==> src/rtl/stp_receiver.sv <==
// stp_receiver: serial-to-parallel receive path of the SPI module.
// Assembles DATA_WIDTH bits arriving MSB first on the device data-out line,
// one bit per controller sample strobe, and presents the completed word to the
// FPGA-side consumer with a valid/acknowledge handshake.
//
// Optional feature: define STP_OVERRUN_EN to add the sticky 'overrun' output,
// which flags a word completing on top of an unacknowledged one.

module stp_receiver #(
  parameter int unsigned DATA_WIDTH = 16
) (
  input  logic                  FPGA_clk,
  input  logic                  FPGA_rst,
  input  logic                  start,
  input  logic                  abort,
  input  logic                  sample_stb,
  input  logic                  ser_data_in,
  input  logic                  data_ack,
  output logic [DATA_WIDTH-1:0] data_out,
  output logic                  data_valid,
  output logic                  busy
`ifdef STP_OVERRUN_EN
  ,
  output logic                  overrun
`endif
);

  // Counter wide enough to hold DATA_WIDTH-1 (the MSB bit index).
  localparam int unsigned          CNT_W    = (DATA_WIDTH > 1) ? $clog2(DATA_WIDTH) : 1;
  localparam logic [CNT_W-1:0]     CNT_LAST = CNT_W'(DATA_WIDTH - 1);

  typedef enum logic {
    IDLE = 1'b0,
    RECV = 1'b1
  } state_e;

  state_e                  state_q, state_d;
  logic [CNT_W-1:0]        cnt_q, cnt_d;
  logic [DATA_WIDTH-1:0]   shift_q, shift_d;
  logic [DATA_WIDTH-1:0]   data_q, data_d;
  logic                    valid_q, valid_d;
  logic                    word_done;   // final bit of a word captured this cycle

  // Next-state logic: bit counter, shift buffer and IDLE/RECV sequencing.
  always_comb begin
    // NOTE: every variable gets a default before the case so no path leaves
    // it unassigned; a missing default here would infer a latch.
    state_d   = state_q;
    cnt_d     = cnt_q;
    shift_d   = shift_q;
    word_done = 1'b0;

    unique case (state_q)
      IDLE: begin
        // Keep the datapath primed so a word always starts from a clean buffer.
        cnt_d   = CNT_LAST;
        shift_d = '0;
        // A strobe in the same cycle as start is deliberately not captured.
        if (start && !abort) begin
          state_d = RECV;
        end
      end

      RECV: begin
        if (abort) begin
          // Abort wins over a simultaneous strobe; the partial word is dropped.
          state_d = IDLE;
          cnt_d   = CNT_LAST;
          shift_d = '0;
        end else if (sample_stb) begin
          // Bit lands at index cnt, so the first bit received is the MSB.
          shift_d[cnt_q] = ser_data_in;
          if (cnt_q == '0) begin
            word_done = 1'b1;
            state_d   = IDLE;
          end else begin
            cnt_d = cnt_q - CNT_W'(1);
          end
        end
      end

      default: begin
        state_d = IDLE;
      end
    endcase
  end

  // Output word and handshake: completion always beats a same-cycle acknowledge.
  always_comb begin
    data_d  = data_q;
    valid_d = valid_q;
    if (word_done) begin
      data_d  = shift_d;
      valid_d = 1'b1;
    end else if (data_ack) begin
      valid_d = 1'b0;
    end
  end

  // State and datapath registers with synchronous reset.
  always_ff @(posedge FPGA_clk) begin
    // NOTE: sequential state uses non-blocking assignments so every register
    // samples the pre-edge values, independent of statement order.
    if (FPGA_rst) begin
      state_q <= IDLE;
      cnt_q   <= CNT_LAST;
      // NOTE: the shift buffer is reset along with the control state so that
      // a word interrupted by reset can never leak bits into the next word.
      shift_q <= '0;
      data_q  <= '0;
      valid_q <= 1'b0;
    end else begin
      state_q <= state_d;
      cnt_q   <= cnt_d;
      shift_q <= shift_d;
      data_q  <= data_d;
      valid_q <= valid_d;
    end
  end

`ifdef STP_OVERRUN_EN
  logic overrun_q, overrun_d;

  // Sticky overrun: a word completed while the previous one was still pending.
  always_comb begin
    overrun_d = overrun_q | (word_done & valid_q & ~data_ack);
  end

  // Overrun flag register, cleared only by reset.
  always_ff @(posedge FPGA_clk) begin
    if (FPGA_rst) begin
      overrun_q <= 1'b0;
    end else begin
      overrun_q <= overrun_d;
    end
  end

  assign overrun = overrun_q;
`endif

  assign data_out   = data_q;
  assign data_valid = valid_q;
  assign busy       = (state_q == RECV);

endmodule

==> config.mk <==
export PLATFORM = sky130hd
export DESIGN_NAME = stp_receiver
export DESIGN_NICKNAME = d
export VERILOG_FILES = /design/src/rtl/stp_receiver.sv
export SDC_FILE = /design/constraint.sdc
export NUM_CORES = 1
export LEC_CHECK = 0
export CORE_AREA = 2 2 106 57
export DETAILED_ROUTE_END_ITERATION = 12
export DIE_AREA = 0 0 108 59
export GPL_TIMING_DRIVEN = 0
export PLACE_DENSITY_LB_ADDON = 0.2
export SLEW_MARGIN = 5
export SYNTH_ARGS = -nofsm -noshare
export SYNTH_HDL_FRONTEND = slang
export SYNTH_SLANG_ARGS = --single-unit
==> constraint.sdc <==
create_clock -name FPGA_clk -period 1.8 [get_ports FPGA_clk]
set_input_delay 0.18 -clock FPGA_clk [delete_from_list [all_inputs] [get_ports FPGA_clk]]
set_output_delay 0.18 -clock FPGA_clk [all_outputs]
set_load 0.02 [all_outputs]
==> results of run 1 <==
[worst reg2reg max path, cell delays in order, from the launching register on]
cell and delay, ns:
dfxtp_1 0.35, inv_1 0.14, ha_4 0.19, nor3b_4 0.31
and2_4 0.21, buf_6 0.12, buf_12 0.15, o32ai_2 0.08
[cells in the final DEF (no fill, tap or decap), types with 4 or more instances in the layout]
master and count:
and4bb_2 4, buf_2 7, buf_4 5, clkbuf_8 5
clkdlybuf4s50_1 23, dfxtp_1 37, ha_1 4, inv_1 17
mux2i_1 15, nand4_1 4, nand4b_1 8, nor2_1 17
o21ai_0 4, o32ai_1 5, o32ai_2 10
[metal layers]
layer | GRT usage (%) | part of all wire (%) | vias up
met5 | 0 | 0 | -
met1 | 17.3 | 54 | 593
met3 | 3.41 | 4.5 | 8
li1 | - | - | 649
met4 | 5.49 | 1.7 | 0
met2 | 19.8 | 40 | 25
[worst max path at each step]
| stage | from | end | slack, ns | cells past startpoint |
|---|---|---|---|---|
| after global routing | cnt_q[1] | data_out[15] | 0.02 | 7 |
| after global placement | cnt_q[0] | data_out[15] | -0.06 | 6 |
| after detailed placement | cnt_q[0] | data_out[15] | -0.11 | 6 |
| after floorplan | cnt_q[0] | data_out[10] | 0.21 | 7 |
| final | cnt_q[1] | data_out[15] | 0.14 | 7 |
| after CTS | cnt_q[0] | data_out[15] | 0.06 | 6 |
[kinds of logic (layout without fill, tap and decap cells)]
family	Yosys count	after routing	synth area share, %
multiplexers	15	15	8.68
flip-flops	37	37	42.8
adder cells (fa/ha/maj)	5	5	3.62
AO/OA/AOI/OAI	27	27	16.6
buffers and inverters	33	67	9.55
AND/OR/NAND/NOR	46	46	18.7
[repair_timing]
item | 4_1_cts | 5_1_grt
setup endpoints to repair | 10 | 10
gates resized for setup | 1 | 3
pin swaps | 0 | 0
buffers inserted | 3 | 0
[state kept, by name, summed over array words and instances, names as in the netlist]
| register | cells |
|---|---|
| busy | 1 |
| data_valid | 1 |
| cnt_q | 4 |
| data_out | 16 |
| shift_q | 15 |
[power by group]
part	total, W	switching [W]	internal [W]	leakage (nW)
clock	0.000859	0.000308	0.000551	0.0681
combinational	0.0000611	0.0000374	0.0000237	0.464
sequential	0.000822	0.00000221	0.000819	0.298
[layout make-up]
cell class,count,area share (%)
Multi-Input combinational cell,93,37.9
Timing Repair Buffer,26,11.3
Buffer,15,4.38
Inverter,18,3.03
Clock buffer,5,3.09
Sequential cell,37,33.3
Clock inverter,3,2.92
Tap cell,73,4.10
[through the flow]
| stage | std cells | setup TNS (ns) | utilization, % |
|---|---|---|---|
| final | 270 | 0 | 41.6 |
| after floorplan | 163 | 0 | - |
| after CTS | 270 | 0 | 41.3 |
| after global routing | 270 | 0 | 41.6 |
| after global placement | 259 | -0.590 | 38.3 |
| after detailed placement | 259 | -0.990 | 38.3 |
==> impl_metrics.json, run 1 <==
{
  "status": "completed",
  "synthTopCellsByArea": "dfxtp_1, o32ai_2, mux2i_1, nand4b_1, inv_1",
  "hold_buffers": 0,
  "post_drt_wl_per_cell_um": 13.5,
  "async_flop_share_pct": 0,
  "finalPower_w": 0.00174,
  "hold_path_end": "shift_q[5]",
  "first_iter_violations": 70,
  "cts.sinks": 37,
  "regArea_um2": 741,
  "stdcell_area_mm2": 0.00223,
  "slew_headroom_pct": 72.3,
  "cts_tree": "done",
  "fin_crit_ns": 1.66,
  "numCtsBuffers": 5,
  "postRouteAntennaNets": 0,
  "cp.required_ns": 1.96,
  "die_y_um": 59,
  "tightestPinTransition_ns": 0.414,
  "regToRegStartpoint": "cnt_q[1]",
  "setup_viol": 0,
  "die_w_um": 108,
  "grt_start_max_net_pins": 13,
  "grt_remaining_overflow": 0,
  "fp.coreArea_mm2": 0.00535,
  "holdWs_ns": 0.372,
  "period_share_pct": 92.3,
  "fill_cells": 544,
  "ios": 25,
  "antenna_found_initial": 0,
  "drive_above_1_share_pct": 23.9,
  "worst_slack_ns": 0.139,
  "syn_area_mm2": 0.00173,
  "r2r_cells": 7,
  "syn_inst": 163,
  "ys_types": 33,
  "grt_pass1_wl_mm": 6.15,
  "cp.arrival_ns": 1.83,
  "dp_slack_ns": -0.112,
  "netlist.area_leader.share_pct": 42.8,
  "hold_viol_final": 0,
  "track_usage_pct": 12.9,
  "worstSkewPairLatency_ns": 0.29,
  "p_leak_nw": 0.830,
  "synth_edf_count": 0,
  "cts_max_path_buffers": 2,
  "crit_path_end_kind": "flip-flop",
  "syn2layout_area_growth_pct": 28.8,
  "ys_warn_count": 0,
  "fmax_ghz": 0.602,
  "wl_mm": 3.64,
  "seq_area_frac_synth_pct": 42.8,
  "layout.nets": 208,
  "die-area_mm2": 0.00637,
  "syn_area_per_cell_um2": 10.6,
  "slew_viol_final": 0,
  "via_per_inst": 4.72,
  "r2r_slack_ns": 0.14,
  "start_kind": "flip-flop",
  "drc_errors": 0,
  "multi_input_area_um2": 843,
  "vias": 1275,
  "antenna_cells": 0,
  "initial_core_util_pct": 32.3,
  "cts_root_buffer": "clkbuf_8",
  "r2r-end": "data_out[15]",
  "maxCapViolations": 0,
  "worst-path-buf-inv": 3,
  "dp_hpwl_mm": 2.55,
  "syn_nets": 175,
  "rows": 19,
  "yosysMostFrequentCell": "dfxtp_1",
  "gp_congestion": 0.747,
  "hold_depth": 3,
  "cp_max_fo": 10,
  "fin_skew_ns": 0.00629,
  "max_stage_delay_ns": 0.35,
  "htree_levels": 2,
  "synth_ff_type": "dfxtp_1",
  "first_pass_iters": 4,
  "crit_chain": "inv_1 -> ha_4 -> nor3b_4 -> and2_4 -> buf_6 -> buf_12 -> o32ai_2",
  "grt_pass1_vias": 1252,
  "dpl_cell_area_mm2": 0.00205,
  "cpMaxStageDelayCell": "dfxtp_1",
  "yosys.area.top_type": "dfxtp_1",
  "powerDensity_mw_per_mm2": 782,
  "synth-seq-cells": 37,
  "path_clk_slew_ns": 0.08,
  "min_path_type": "in2reg",
  "crit_type": "reg2reg",
  "synth_common_cells": "dfxtp_1, inv_1, nor2_1, mux2i_1, o32ai_2",
  "vdd_drop_max_mv": 0.386,
  "cp_top_family": "simple AND/OR/NAND/NOR gates",
  "hp-start": "ser_data_in",
  "rsz0062_at_grt": "false",
  "port_buffers": 23
}
Power figures use the tool's default switching activity.
==> run 2: changes to the inputs <==
--- a/config.mk
+++ b/config.mk
@@ -5,9 +5,9 @@
 export SDC_FILE = /design/constraint.sdc
 export NUM_CORES = 1
 export LEC_CHECK = 0
-export CORE_AREA = 2 2 106 57
+export CORE_AREA = 2 2 73 81
 export DETAILED_ROUTE_END_ITERATION = 12
-export DIE_AREA = 0 0 108 59
+export DIE_AREA = 0 0 75 83
 export GPL_TIMING_DRIVEN = 0
 export PLACE_DENSITY_LB_ADDON = 0.2
 export SLEW_MARGIN = 5
==> run 2 against run 1 <==
  * Clock power is 34% lower
  * Utilization decreased by 1.4 points
  * Clock-buffer cell count grew 2
  * Sequential share of layout area increased by 1.1 points
  * Clock skew is 0.0018 ns lower
  * Fmax shrank 4.4%
  * Wire length is 4.5% lower
  * Critical endpoint is now data_out[7]
  * Highest routed layer unchanged
  * Register-to-register slack worse by 0.08 ns
  * First-iteration DRC count decreased by 14%
  * Largest power group is now registers
  * Sequential cell count unchanged
  * Cell area down 3.1%
==> impl_metrics.json, run 2 (synthesis results as in run 1) <==
{
  "post_drt_wl_per_cell_um": 12.9,
  "met1Wirelength_mm": 1.58,
  "vias": 1323,
  "vdd_drop_max_mv": 0.366,
  "min_path_type": "in2reg",
  "die_y_um": 83,
  "wl_mm": 3.48,
  "fin_skew_ns": 0.00453,
  "worstSkewPairLatency_ns": 0.28,
  "cts.sinks": 37,
  "antenna_found_initial": 0,
  "antenna_cells": 0,
  "r2r-end": "data_out[7]",
  "powerDensity_mw_per_mm2": 672,
  "grt_start_max_net_pins": 11,
  "hold_path_end": "shift_q[4]",
  "fmax_ghz": 0.576,
  "layout.nets": 206,
  "crit_path_end_kind": "flip-flop",
  "fin_tns_setup_ns": 0,
  "track_usage_pct": 12.2,
  "dp_slack_ns": -0.0767,
  "start_kind": "flip-flop",
  "cp_max_fo": 10,
  "setup_viol": 0,
  "die_w_um": 75,
  "hold_viol_final": 0,
  "fp.coreArea_mm2": 0.00536,
  "stdcell_area_mm2": 0.00216,
  "fill_cells": 551,
  "final_common_cell": "dfxtp_1",
  "largest_register_ffs": 16,
  "cp.arrival_ns": 1.90,
  "ios": 25,
  "rsz0062_at_grt": "false",
  "wl_met2_mm": 1.70,
  "regToRegStartpoint": "cnt_q[0]",
  "dp_hpwl_mm": 2.56,
  "final_cell_mix": "dfxtp_1, clkdlybuf4s50_1, inv_1",
  "die-area_mm2": 0.00623,
  "first_iter_violations": 60,
  "fin_crit_ns": 1.74,
  "hold_depth": 3,
  "numCtsBuffers": 5,
  "hp-start": "ser_data_in",
  "dpl_cell_area_mm2": 0.00205,
  "period_share_pct": 96.5,
  "drive_above_1_share_pct": 21.6,
  "finalPower_w": 0.00145,
  "port_buffers": 23,
  "grt_pass1_vias": 1255,
  "first_pass_iters": 4,
  "slew_headroom_pct": 74.1,
  "hold_buffers": 0,
  "tightestPinTransition_ns": 0.387,
  "path_clk_slew_ns": 0.07,
  "status": "completed",
  "slew_viol_final": 0,
  "p_leak_nw": 0.798,
  "postRouteAntennaNets": 0,
  "worst_slack_ns": 0.0634,
  "gp_congestion": 0.719,
  "crit_type": "reg2reg",
  "cts_root_buffer": "clkbuf_8",
  "via_per_inst": 4.92,
  "cts_max_path_buffers": 2,
  "maxCapViolations": 0,
  "r2r_slack_ns": 0.06,
  "cts_tree": "done",
  "wl_met3_um": 156,
  "htree_levels": 2,
  "syn2layout_area_growth_pct": 24.7,
  "r2r_cells": 7,
  "cp.required_ns": 1.96,
  "rows": 28,
  "grt_pass1_wl_mm": 5.82,
  "top_layer_used": "met4",
  "initial_core_util_pct": 32.3,
  "grt_remaining_overflow": 0,
  "drc_errors": 0
}
## run 2: cell count changes in the layout (fill, tap and decap cells not counted), sizes merged
cell    delta
clkbuf     +2
clkinv     -1
bufinv     -2
buf        -2
## run 2: layout make-up
type | count | area, um2 | area share (%)
multi-input combinational | 93 | 833 | 38.6
sequential | 37 | 741 | 34.3
timing repair buffer | 24 | 238 | 11.0
buffer | 15 | 97.6 | 4.52
tap | 75 | 93.8 | 4.35
clock buffer | 7 | 86.3 | 4.00
inverter | 18 | 67.6 | 3.13
## run 2: how the worst max path moves through the flow
| stage | startpoint | end | slack (ns) |
|---|---|---|---|
| 4_1_cts | cnt_q[0] | data_out[7] | 0.03 |
| 3_3_place_gp | FPGA_rst | data_out[6] | -0.005 |
| 5_1_grt | cnt_q[0] | data_out[7] | 0.0005 |
| 3_5_place_dp | cnt_q[0] | data_out[7] | -0.08 |
| 6_report | cnt_q[0] | data_out[7] | 0.06 |
| 2_1_floorplan | cnt_q[0] | data_out[10] | 0.21 |
## run 2: routing by layer
| metal | vias to the layer above | global-route usage, % |
|---|---|---|
| li1 | 645 | - |
| met1 | 645 | 15.5 |
| met2 | 27 | 19.5 |
| met3 | 6 | 3.28 |
| met4 | 0 | 3.90 |
| met5 | - | 0 |
## run 2: worst max-delay path: stages, from the launching register on
cell	delay, ns
dfxtp_1	0.35
inv_1	0.14
ha_2	0.25
nor3b_4	0.32
and2_4	0.21
buf_6	0.12
buf_12	0.14
o32ai_2	0.08
## run 2: power by group
| group | total (W) | switching, W | internal (W) |
|---|---|---|---|
| clock network | 0.000569 | 0.000265 | 0.000303 |
| registers | 0.000822 | 0.00000216 | 0.000820 |
| logic | 0.0000587 | 0.0000351 | 0.0000236 |
| total | 0.00145 | 0.000303 | 0.00115 |
## run 2: metrics by stage
| stage | utilization [%] | instances | hold WS, ns |
|---|---|---|---|
| 2_1_floorplan | - | 163 | 0.256 |
| 3_3_place_gp | 38.3 | 261 | 0.464 |
| 3_5_place_dp | 38.3 | 261 | 0.465 |
| 4_1_cts | 40.1 | 269 | 0.422 |
| 5_1_grt | 40.2 | 269 | 0.437 |
| 6_report | 40.2 | 269 | 0.413 |
## run 2: repair_timing
action	CTS	global route
cloned	0	0
buffers inserted	1	0
gates resized for setup	0	2
setup endpoints to repair	10	10
pin swaps	0	0
